**config.mk**
```make
export PLATFORM = sky130hd
export DESIGN_NAME = dpwm_gen_flat
export DESIGN_NICKNAME = d
export VERILOG_FILES = /design/src/rtl/dpwm_gen_if.sv /design/src/rtl/dpwm_gen.sv /design/src/flat_wrapper.sv
export SDC_FILE = /design/constraint.sdc
export NUM_CORES = 1
export LEC_CHECK = 0
export ABC_AREA = 0
export CAP_MARGIN = 20
export CORE_ASPECT_RATIO = 1.2
export CORE_MARGIN = 5
export CORE_UTILIZATION = 45
export CTS_BUF_LIST = sky130_fd_sc_hd__clkbuf_16
export CTS_CLUSTER_DIAMETER = 150
export CTS_CLUSTER_SIZE = 16
export DETAILED_ROUTE_END_ITERATION = 10
export PLACE_DENSITY = 0.73
export SYNTH_ARGS = -nofsm -noshare
export SYNTH_HDL_FRONTEND = slang
export SYNTH_SLANG_ARGS = --single-unit
export TNS_END_PERCENT = 10
```
**constraint.sdc**
```tcl
create_clock -name clk -period 1.9 [get_ports clk]
set_input_delay 0.38 -clock clk [delete_from_list [all_inputs] [get_ports clk]]
set_output_delay 0.38 -clock clk [all_outputs]
set_load 0.01 [all_outputs]
```
**src/rtl/dpwm_gen_if.sv**
```systemverilog
// rtl/dpwm_gen_if.sv - duty command in, gate drives and strobes out of the modulator
interface dpwm_gen_if;
  logic       en;
  logic [8:0] d_comp;
  logic       pwm_hs;
  logic       pwm_ls;
  logic       adc_trig;
  logic       prd_strb;
  logic [8:0] duty_o;

  modport slave (
    input  en, d_comp,
    output pwm_hs, pwm_ls, adc_trig, prd_strb, duty_o
  );

  modport master (
    output en, d_comp,
    input  pwm_hs, pwm_ls, adc_trig, prd_strb, duty_o
  );
endinterface

```
**src/rtl/dpwm_gen.sv**
```systemverilog
// rtl/dpwm_gen.sv - 512-cycle digital PWM with dead-time, duty clamp and ADC/period strobes
module dpwm_gen #(
  parameter int DT       = 4,
  parameter int DUTY_MAX = 486
) (
  input  logic        clk,
  input  logic        rst,
  dpwm_gen_if.slave   bus
);
  localparam logic [8:0] DT_C       = 9'(DT);
  localparam logic [8:0] DUTY_MAX_C = 9'(DUTY_MAX);
  localparam logic [8:0] CNT_LAST   = 9'd511;

  logic [8:0] cnt;
  logic [8:0] duty_act;
  logic [8:0] duty_cmd;
  logic [9:0] ls_start;
  logic       hs_next;
  logic       ls_next;
  logic       adc_next;
  logic       prd_next;

  logic       pwm_hs_q;
  logic       pwm_ls_q;
  logic       adc_trig_q;
  logic       prd_strb_q;

  always_comb begin
    duty_cmd = (bus.d_comp > DUTY_MAX_C) ? DUTY_MAX_C : bus.d_comp;
    // 10-bit sum so a large duty plus dead-time never wraps into a low-side pulse
    ls_start = {1'b0, duty_act} + {1'b0, DT_C};
    hs_next  = (cnt >= DT_C) && (cnt < duty_act);
    ls_next  = ({1'b0, cnt} >= ls_start);
    adc_next = (cnt == (duty_act >> 1));
    prd_next = (cnt == 9'd0);
  end

  always_ff @(posedge clk) begin
    if (rst) begin
      cnt        <= 9'd0;
      duty_act   <= 9'd0;
      pwm_hs_q   <= 1'b0;
      pwm_ls_q   <= 1'b0;
      adc_trig_q <= 1'b0;
      prd_strb_q <= 1'b0;
    end else if (!bus.en) begin
      cnt        <= 9'd0;
      duty_act   <= duty_cmd;
      pwm_hs_q   <= 1'b0;
      pwm_ls_q   <= 1'b0;
      adc_trig_q <= 1'b0;
      prd_strb_q <= 1'b0;
    end else begin
      cnt <= cnt + 9'd1;
      // duty only changes on the period boundary so a period is never torn
      if (cnt == CNT_LAST) begin
        duty_act <= duty_cmd;
      end
      pwm_hs_q   <= hs_next;
      pwm_ls_q   <= ls_next;
      adc_trig_q <= adc_next;
      prd_strb_q <= prd_next;
    end
  end

  assign bus.pwm_hs   = pwm_hs_q;
  assign bus.pwm_ls   = pwm_ls_q;
  assign bus.adc_trig = adc_trig_q;
  assign bus.prd_strb = prd_strb_q;
  assign bus.duty_o   = duty_act;
endmodule

```
**src/flat_wrapper.sv**
```systemverilog
// flat-port wrapper written by rule: the top's interface ports become plain ports
module dpwm_gen_flat 
#(
  parameter int DT       = 4,
  parameter int DUTY_MAX = 486
)
  (clk, rst, bus_en, bus_d_comp, bus_pwm_hs, bus_pwm_ls, bus_adc_trig, bus_prd_strb, bus_duty_o);
  dpwm_gen_if bus_i ();
  input  logic clk;
  input  logic rst;
  input wire logic [$bits(bus_i.en)-1:0] bus_en;
  input wire logic [$bits(bus_i.d_comp)-1:0] bus_d_comp;
  output wire logic [$bits(bus_i.pwm_hs)-1:0] bus_pwm_hs;
  output wire logic [$bits(bus_i.pwm_ls)-1:0] bus_pwm_ls;
  output wire logic [$bits(bus_i.adc_trig)-1:0] bus_adc_trig;
  output wire logic [$bits(bus_i.prd_strb)-1:0] bus_prd_strb;
  output wire logic [$bits(bus_i.duty_o)-1:0] bus_duty_o;
  assign bus_i.en = bus_en;
  assign bus_i.d_comp = bus_d_comp;
  assign bus_pwm_hs = bus_i.pwm_hs;
  assign bus_pwm_ls = bus_i.pwm_ls;
  assign bus_adc_trig = bus_i.adc_trig;
  assign bus_prd_strb = bus_i.prd_strb;
  assign bus_duty_o = bus_i.duty_o;
  dpwm_gen #(.DT(DT), .DUTY_MAX(DUTY_MAX)) u_core (.clk(clk), .rst(rst), .bus(bus_i));
endmodule
```
==> metrics.yaml, run 1 <==
outcome:
  status: "completed"
floorplan:
  die-area_mm2: 0.004302
  initial_utilization_pct: 45.87
  die_y_um: 70.86
  ioPinCount: 25
  core_area_mm2: 0.003028
  num_rows: 22
  die_w_um: 60.72
timing:
  finalHoldViolCount: 0
  setup_slack_ps: 167.8
  worst_pin_slew_ps: 376.5
  slew-limit-headroom_pct: 74.73
  clock_skew_ps: 3.626
  period_minus_slack_ps: 1732
  period_share_pct: 91.17
  fmax_mhz: 577.3
  setup_violations: 0
  grt_setup_unrepaired: "true"
  tns_ps: 0
  slew_violations: 0
clock_tree:
  postCtsSetupRepairBufs: 0
  clk_latency_ps: 250
  ctsHoldBuffers: 0
  cts_root_buffer: "clkbuf_16"
  cts_tree: "built"
  cts.sinks: 22
  cts_max_level: 1
  cts_buffers: 3
  cts_max_path_buffers: 2
  clk_pin_slew_ps: 60
logic_synthesis:
  synth-adder-area-share_pct: 18.02
  syn_inst: 162
  synth_commonest_cells: "22 x dfxtp_1, 20 x ha_1, 14 x nand2_1"
  synth_cell_types: 29
  synth_async_sr_flop_share_pct: 0
  syn_avg_cell_area_um2: 8.573
  syn_area_mm2: 0.001389
  yosys.area_share.simple_pct: 22.61
  synth.area.top_cells: "dfxtp_1 32%, ha_1 18%, xnor2_1 6.9%"
  ys_seq_area_share_pct: 31.71
  yosys_register_bits: 22
  synth_top_area_share_pct: 31.71
  synth_compound_area_share_pct: 11.17
  yosysTopAreaCell: "dfxtp_1"
  synth_nets: 194
  synth_most_common_cell: "dfxtp_1"
  muxShareOfSynthArea_pct: 0
  synth_xor_xnor_area_share_pct: 11.98
  ys_warn_count: 0
  ys.flop_type: "dfxtp_1"
  synth-edff-count: 0
  synth_top_family_by_area: "simple AND/OR/NAND/NOR gates"
min_path:
  worstHoldPathCells: 1
  whs_endpoint: "u_core.cnt[0]"
  min_from: "u_core.cnt[0]"
  hold_class: "register to register"
place:
  gp_congestion: 0.9330
  io_buffer_count: 24
  place_ws_ps: 23.43
  dpl.hpwl_um: 2636
  place_area_mm2: 0.001743
worst_setup_path:
  cp.required_ps: 2040
  path_common_cell: "o21ai_0"
  rrSetupSlack_ps: 170
  crit_chain: "ha_2 > nand3_1 > nor2_1 > xnor2_1 > ha_1 > nor2b_1 > o21ai_0 > o21ai_0"
  r2r_cells: 8
  cpPeakStageDelay_ps: 380
  worstSetupStartpoint: "u_core.bus.duty_o[3]"
  arrival_ps: 1870
  critPathSlowestCell: "dfxtp_4"
  worstSetupPathType: "register to register"
  r2r_start: "u_core.bus.duty_o[3]"
  cp_max_fo: 7
  crit_path_start_kind: "register"
  timing.rr.end: "u_core.bus.pwm_ls"
  setup.worst_path.end_class: "register"
grt:
  grt_usage_pct: 17.34
  antenna_found_initial: 0
  grt_pass1_vias: 1347
  grt-ovfl-total: 0
  grt_max_degree: 13
  grt_pass1_wl_um: 5823
layout:
  fin_util_pct: 61.36
  design_area_mm2: 0.001858
  antenna-diode-count: 0
  drive_gt1_share_pct: 15.23
  nets: 230
  syn2layout_area_growth_pct: 33.78
  nFillCells: 290
power_and_ir_drop:
  peakVddDrop_mv: 0.4229
  p_leak_nw: 0.7689
  p_total_mw: 1.130
  power_density_mw_per_mm2: 608.1
detailed_routing:
  dr.pass1.iters: 4
  routedWlPerCell_um: 14.28
  vias: 1307
  ant_nets: 0
  via_per_inst: 5.609
  route.detailed.drc: 0
  wl_um: 3328
  drtIter0Drc: 34
flow_run:
  maxCapViolations: 0
stage by stage:
stage	instances	hold WS (ps)
floorplan	162	446.9
detailed placement	229	480.8
CTS	233	492.6
finish	233	453.4
global placement	229	468.0
global route	233	471.9
worst max-delay path, delay by kind of cell (launching register included):
kind / cells / cell delay, ps
adders and majority gates: 2 / 460
and+or+nand+nor: 3 / 420
DFF: 1 / 380
AOI/OAI and AO/OA: 2 / 220
xor gates and xnor gates: 1 / 140
layout make-up:
cell class	instances	area, um2	share of cell area [%]
repair buffers	36	330.3	17.78
well taps	36	45.04	2.424
clock inverters	1	3.754	0.2020
multi-input cells	124	913.4	49.16
inverters	11	41.29	2.222
flip-flops and latches	22	449.2	24.18
clock buffers	3	75.07	4.040
cells by family (layout without fill, tap and decap cells):
kind of cell / after synthesis / in the layout
AOI/OAI and AO/OA: 25 / 25
xor gates and xnor gates: 19 / 19
adders and majority gates: 20 / 20
buffers and inverters: 16 / 51
DFF: 22 / 22
and+or+nand+nor: 60 / 60
what timing repair did:
item	in CTS	in global routing
resized for setup	0	13
endpoints found under the hold margin	0	0
endpoints found under the setup margin	0	9
cells in the final DEF, fill, tap and decap left out, types with 3 or more instances in the layout:
master,count
a21oi_1,12
and3_1,4
buf_4,12
clkbuf_16,3
clkdlybuf4s50_1,24
dfxtp_1,17
dfxtp_2,4
ha_1,18
inv_1,11
nand2_1,14
nand3_1,8
nand4_1,4
nor2_1,11
nor2b_1,5
o21ai_0,3
xnor2_1,11
xor2_1,8
sequential cells by signal (all words and copies together) (netlist names):
register             cells
u_core.bus.duty_o        9
u_core.cnt               9
u_core.bus.adc_trig      1
u_core.bus.prd_strb      1
u_core.bus.pwm_hs        1
u_core.bus.pwm_ls        1
report_power, final:
group          internal (mW)  switching (mW)  leakage [nW]
Clock                  0.281           0.165        0.0385
Sequential             0.478          0.0205         0.182
Combinational          0.102          0.0839         0.549
Total                  0.861           0.269         0.769
worst max-delay path by stage:
stage                                end  depth (start not counted)  slack (ps)
floorplan           u_core.bus.duty_o[1]                          9          40
detailed placement     u_core.bus.pwm_ls                          8          20
CTS                    u_core.bus.pwm_ls                          8          10
global route           u_core.bus.pwm_ls                          8           9
finish                 u_core.bus.pwm_ls                          8         170
global placement       u_core.bus.pwm_ls                          8         110
routing by layer:
metal | wire, um | track usage, % | share of wire, %
met1 | 1371 | 19.60 | 41
met2 | 1722 | 30.56 | 52
met3 | 149 | 3.832 | 4.5
met4 | 85 | 6.747 | 2.6
met5 | 0 | 0 | 0
No activity file was read; power rests on OpenSTA's default activity.
==> inputs of run 2 (changes only) <==
--- a/config.mk
+++ b/config.mk
@@ -9,12 +9,14 @@
 export CAP_MARGIN = 20
 export CORE_ASPECT_RATIO = 1.2
 export CORE_MARGIN = 5
-export CORE_UTILIZATION = 45
+export CORE_UTILIZATION = 55
 export CTS_BUF_LIST = sky130_fd_sc_hd__clkbuf_16
 export CTS_CLUSTER_DIAMETER = 150
 export CTS_CLUSTER_SIZE = 16
 export DETAILED_ROUTE_END_ITERATION = 10
+export DONT_BUFFER_PORTS = 1
 export PLACE_DENSITY = 0.73
+export SETUP_SLACK_MARGIN = 0.3
 export SYNTH_ARGS = -nofsm -noshare
 export SYNTH_HDL_FRONTEND = slang
 export SYNTH_SLANG_ARGS = --single-unit
==> run 2 against run 1 <==
Compared with the run above: combinational power shrank 28%; worst hold slack got worse by 280 ps; power is 8.1% higher; largest cell class unchanged.
==> metrics.yaml, run 2 (synthesized netlist as in run 1, its figures left out) <==
clock_tree:
  cts_root_buffer: "clkbuf_16"
  cts_buffers: 3  # unchanged
  cts_tree: "built"
  cts_max_level: 1  # unchanged
  cts_max_path_buffers: 2  # unchanged
  cts.sinks: 22  # unchanged
  clk_latency_ps: 250  # about the same
  ctsHoldBuffers: 0  # unchanged
  clk_pin_slew_ps: 60  # about the same
detailed_routing:
  routedWlPerCell_um: 16.43  # +15%
  drtIter0Drc: 32  # -5.9%
  wl_um: 3385  # +1.7%
  route.detailed.drc: 0  # unchanged
  via_per_inst: 5.854  # +4.4%
  dr.pass1.iters: 4  # unchanged
  ant_nets: 0  # unchanged
  vias: 1206  # -7.7%
worst_setup_path:
  crit_path_start_kind: "register"
  arrival_ps: 1800  # -70 ps
  crit_chain: "and3_4 > and3_4 > and3_4 > ha_2 > nand2b_4 > o21ai_2 > nor2_1 > a211oi_1"
  cp_top_family: "simple AND/OR/NAND/NOR gates"
  cp.required_ps: 2030  # about the same
  timing.rr.end: "u_core.bus.duty_o[2]"
  r2r_cells: 8  # unchanged
  worstSetupPathType: "register to register"
  cpPeakStageDelay_ps: 400  # +20 ps
  cp_num_buf_inv: 0  # unchanged
  setup.worst_path.end_class: "register"
  cp_max_fo: 8  # +1
  r2r_start: "u_core.cnt[4]"
  rrSetupSlack_ps: 230  # +70 ps
  path_common_cell: "and3_4"
  critPathSlowestCell: "dfxtp_4"
min_path:
  worstHoldPathCells: 1  # unchanged
  whs_endpoint: "u_core.bus.duty_o[4]"
  min_from: "rst"
  hold_class: "primary input to register"
layout:
  antenna-diode-count: 0  # unchanged
  final_common_cell: "ha_1"
  nFillCells: 188  # -35%
  nets: 206  # -10%
  drive_gt1_share_pct: 25.43  # +10 points
  layout_common_cells: "17 x ha_1, 13 x nand2_1, 12 x dfxtp_1"
  syn2layout_area_growth_pct: 24.05
floorplan:
  ioPinCount: 25  # unchanged
  core_area_mm2: 0.002477  # -18%
  die-area_mm2: 0.003634  # -16%
  initial_utilization_pct: 56.06  # +10 points
  num_rows: 20  # -9.1%
  die_y_um: 65.05  # -8.2%
  die_w_um: 55.87  # -8.0%
power_and_ir_drop:
  pwr-share-comb_pct: 10.9  # -5.6 points
  p_leak_nw: 0.6997  # -9.0%
  power_frac_seq_pct: 40.9  # -3.2 points
  p_int_mw: 0.9527  # +11%
  switchingPower_mw: 0.2681  # -0.32%
  peakVddDrop_mv: 0.7262  # +72%
  power_density_mw_per_mm2: 708.6  # +17%
  p_sw_share_pct: 21.96  # -1.8 points
  clkPwrFrac_pct: 48.1  # +8.7 points
timing:
  period_minus_slack_ps: 1665  # -67.22 ps
  period_share_pct: 87.63  # -3.5 points
  worst_pin_slew_ps: 389.8  # +13.31 ps
  tns_ps: 0  # unchanged
  clock_skew_ps: 2.311  # -1.315 ps
  setup_violations: 0  # unchanged
  slew-limit-headroom_pct: 73.84  # -0.89 points
  finalHoldViolCount: 0  # unchanged
  grt_setup_unrepaired: "true"
  setup_slack_ps: 235.0  # +67.22 ps
  fmax_mhz: 600.6  # +4.0%
  slew_violations: 0  # unchanged
place:
  dpl.hpwl_um: 2499  # -5.2%
  io_buffer_count: 0  # -100%
  place_ws_ps: 159.4  # +136.0 ps
  gp_congestion: 0.8225  # -12%
grt:
  grt_usage_pct: 19.78  # +2.4 points
  grt-ovfl-total: 0  # unchanged
  grt_pass1_wl_um: 5685  # -2.4%
  grt_max_degree: 14  # +1
  grt_pass1_vias: 1181  # -12%
  antenna_found_initial: 0  # unchanged
outcome:
  status: "completed"
flow_run:
  maxCapViolations: 0  # unchanged
==> run 2: area by class of cell <==
cell class	count	area, um2	area share (%)
Clock buffer	3	75.07	4.357
Sequential cell	22	475.5	27.60
Multi-Input combinational cell	124	969.7	56.28
Clock inverter	1	30.03	1.743
Tap cell	33	41.29	2.397
Inverter	11	43.79	2.542
Timing Repair Buffer	12	87.58	5.084
==> run 2: power groups by stage <==
stage | clock, mW | combinational (mW) | sequential [mW]
2_1_floorplan | 0 | 0.0959 | 0.508
3_3_place_gp | 0 | 0.120 | 0.510
3_5_place_dp | 0 | 0.123 | 0.511
4_1_cts | 0.595 | 0.129 | 0.499
5_1_grt | 0.617 | 0.152 | 0.502
6_report | 0.587 | 0.134 | 0.500
==> run 2: routing by layer <==
| metal | vias up | GRT usage, % | wire [um] | share of wire (%) |
|---|---|---|---|---|
| li1 | 587 | - | - | - |
| met1 | 574 | 22.07 | 1377 | 41 |
| met2 | 39 | 35.21 | 1673 | 49 |
| met3 | 6 | 5.976 | 264 | 7.8 |
| met4 | 0 | 7.418 | 69 | 2.0 |
| met5 | - | 0 | 0 | 0 |
==> run 2: worst max-delay path by stage <==
| stage | startpoint | endpoint | slack (ps) | depth (start not counted) |
|---|---|---|---|---|
| after floorplan | u_core.bus.duty_o[6] | u_core.bus.pwm_ls | 280 | 8 |
| after global placement | u_core.bus.duty_o[3] | u_core.bus.pwm_ls | 220 | 8 |
| after detailed placement | u_core.bus.duty_o[3] | u_core.bus.pwm_ls | 160 | 8 |
| after CTS | u_core.bus.duty_o[4] | u_core.bus.pwm_ls | 240 | 8 |
| after global routing | u_core.cnt[4] | u_core.bus.duty_o[2] | 160 | 8 |
| final | u_core.cnt[4] | u_core.bus.duty_o[2] | 230 | 8 |
==> run 2: stage by stage <==
step | area, um2 | cells | hold slack [ps] | power [mW] | util [%]
global route | 1723 | 206 | 172.7 | 1.271 | 69.55
global placement | 1528 | 198 | 444.3 | 0.6293 | 61.67
floorplan | 1464 | 162 | 426.5 | 0.6039 | -
finish | 1723 | 206 | 178.2 | 1.221 | 69.55
CTS | 1680 | 205 | 176.4 | 1.223 | 67.83
detailed placement | 1528 | 198 | 446.1 | 0.6339 | 61.67
==> run 2: repair_timing <==
item	in CTS	in global routing
pin swaps	5	5
setup endpoints to repair	10	12
gates resized for setup	11	9
setup buffers	3	0
cloned	0	1
==> inputs of run 3 (changes only) <==
--- a/config.mk
+++ b/config.mk
@@ -17,6 +17,7 @@
 export DONT_BUFFER_PORTS = 1
 export PLACE_DENSITY = 0.73
 export SETUP_SLACK_MARGIN = 0.3
+export SKIP_CTS_REPAIR_TIMING = 1
 export SYNTH_ARGS = -nofsm -noshare
 export SYNTH_HDL_FRONTEND = slang
 export SYNTH_SLANG_ARGS = --single-unit
==> run 3 against run 2 <==
Compared with the run above: design area rose by 1.1%; cell count is 1.9% higher; highest routed layer unchanged; register-to-register slack better by 20 ps; setup slack improved by 20 ps; critical path depth unchanged; flip-flop and latch count is the same; non-clock buffer count rose by 4; power up 0.20%.
==> metrics.yaml, run 3 (synthesized netlist as in run 1, its figures left out) <==
outcome:
  status: "completed"
timing:
  slew_violations: 0  # unchanged
  grt_setup_unrepaired: "true"
  tns_ps: 0  # unchanged
  fmax_mhz: 607.9  # +1.2%
  clock_skew_ps: 0.9121  # -1.399 ps
  setup_violations: 0  # unchanged
  slew-limit-headroom_pct: 74.39  # +0.55 points
  period_share_pct: 86.58  # -1.1 points
  period_minus_slack_ps: 1645  # -20.02 ps
  worst_pin_slew_ps: 381.6  # -8.218 ps
  whs_ps: 177.0  # -1.151 ps
  finalHoldViolCount: 0  # unchanged
power_and_ir_drop:
  p_int_mw: 0.9519  # about the same
  switchingPower_mw: 0.2713  # +1.2%
  p_leak_nw: 0.7129  # +1.9%
  power_density_mw_per_mm2: 702.3  # -0.88%
  pwr-share-comb_pct: 10.7  # -0.2 points
  peakVddDrop_mv: 0.7320  # +0.79%
  power_frac_seq_pct: 40.8  # about the same
  clkPwrFrac_pct: 48.5  # +0.4 points
  p_sw_share_pct: 22.18  # +0.22 points
worst_setup_path:
  cp_max_fo: 6  # -2
  worstSetupPathType: "register to register"
  path_common_cell: "o21ai_1"
  cpPeakStageDelay_ps: 400  # about the same
  cp_num_buf_inv: 0  # unchanged
  critPathSlowestCell: "dfxtp_4"
  arrival_ps: 1790  # about the same
  cp.required_ps: 2050  # +20 ps
  crit_chain: "nand2_2 > nor4_2 > xnor2_1 > ha_1 > a21oi_2 > nor2b_1 > o21ai_1 > o21ai_1"
  setup.worst_path.end_class: "register"
  crit_path_start_kind: "register"
  cp_top_family: "flip-flops"
flow_run:
  maxCapViolations: 0  # unchanged
layout:
  final_common_cell: "ha_1"
  multi_input_area_um2: 960.9  # -0.90%
  antenna-diode-count: 0  # unchanged
  syn2layout_area_growth_pct: 25.41
  fin_util_pct: 70.30  # +0.76 points
  design_area_mm2: 0.001742  # +1.1%
  nets: 210  # +1.9%
  regArea_um2: 475.5  # unchanged
  layout_common_cells: "17 x ha_1, 15 x buf_4, 13 x nand2_1"
  nFillCells: 179  # -4.8%
  drive_gt1_share_pct: 27.12  # +1.7 points
detailed_routing:
  route.detailed.drc: 0  # unchanged
  dr.pass1.iters: 4  # unchanged
  via_per_inst: 5.767  # -1.5%
  drtIter0Drc: 23  # -28%
  wl_um: 3286  # -2.9%
  vias: 1211  # +0.41%
  routedWlPerCell_um: 15.65  # -4.8%
  ant_nets: 0  # unchanged
clock_tree:
  cts_buffers: 3  # unchanged
  clk_pin_slew_ps: 60  # about the same
  cts_max_level: 1  # unchanged
  cts_root_buffer: "clkbuf_16"
  clk_latency_ps: 250  # about the same
  cts.sinks: 22  # unchanged
  cts_max_path_buffers: 2  # unchanged
  cts_tree: "built"
place:
  dpl.hpwl_um: 2499  # unchanged
  gp_congestion: 0.8225  # unchanged
  place_area_mm2: 0.001528  # unchanged
  io_buffer_count: 0  # unchanged
min_path:
  hold_class: "primary input to register"
grt:
  grt_pass1_vias: 1151  # -2.5%
  grt-ovfl-total: 0  # unchanged
  antenna_found_initial: 0  # unchanged
  grt_max_degree: 14  # unchanged
  grt_usage_pct: 18.99  # -0.78 points
  grt_pass1_wl_um: 5451  # -4.1%
floorplan:
  die-area_mm2: 0.003634  # unchanged
  initial_utilization_pct: 56.06  # unchanged
  die_w_um: 55.87  # unchanged
  die_y_um: 65.05  # unchanged
  core_area_mm2: 0.002477  # unchanged
  ioPinCount: 25  # unchanged
  num_rows: 20  # unchanged
## run 3: cell count changes in the layout (fill, tap and decap cells not counted), sizes merged
| cell | previous run | this run |
|---|---|---|
| buf | 12 | 16 |
## run 3: layout make-up
class                      instances  area share [%]
clock buffer                       3           4.310
multi-input combinational        124           55.17
tap                               33           2.371
timing repair buffer              16           6.753
clock inverter                     1           1.724
inverter                          11           2.371
sequential                        22           27.30
## run 3: worst paths after layout
path | endpoint | slack, ps | start | depth (start not counted)
worst max register to register | u_core.bus.pwm_ls | 250 | u_core.bus.duty_o[4] | 8
worst min-delay path | u_core.bus.duty_o[4] | 180 | rst | 1
worst min register to register | u_core.cnt[0] | 470 | u_core.cnt[0] | 1
worst max-delay path | u_core.bus.pwm_ls | 250 | u_core.bus.duty_o[4] | 8
## run 3: per-stage QoR
step | std cells | total power [mW] | setup WS (ps)
4_1_cts | 202 | 1.221 | 143.4
2_1_floorplan | 162 | 0.6039 | 283.7
5_1_grt | 210 | 1.268 | 158.8
3_5_place_dp | 198 | 0.6339 | 159.4
3_3_place_gp | 198 | 0.6293 | 216.4
6_report | 210 | 1.223 | 255.0
## run 3: per-layer routing
metal	share of wire (%)	routed length, um	global-route usage [%]	vias up
met4	1.9	61	7.715	0
met3	6.7	221	5.777	6
met5	0	0	0	-
met1	41	1335	20.89	575
met2	51	1668	33.88	31
li1	-	-	-	599
## run 3: worst register-to-register path, cell delays in order, from the launching register on
cell	delay [ps]
dfxtp_4	400
nand2_2	70
nor4_2	270
xnor2_1	120
ha_1	330
a21oi_2	120
nor2b_1	50
o21ai_1	100
o21ai_1	70
## run 3: power by group through the flow
| stage | clock (mW) | sequential [mW] | combinational [mW] |
|---|---|---|---|
| 2_1_floorplan | 0 | 0.508 | 0.0959 |
| 3_3_place_gp | 0 | 0.510 | 0.120 |
| 3_5_place_dp | 0 | 0.511 | 0.123 |
| 4_1_cts | 0.595 | 0.500 | 0.126 |
| 5_1_grt | 0.617 | 0.502 | 0.149 |
| 6_report | 0.594 | 0.499 | 0.131 |
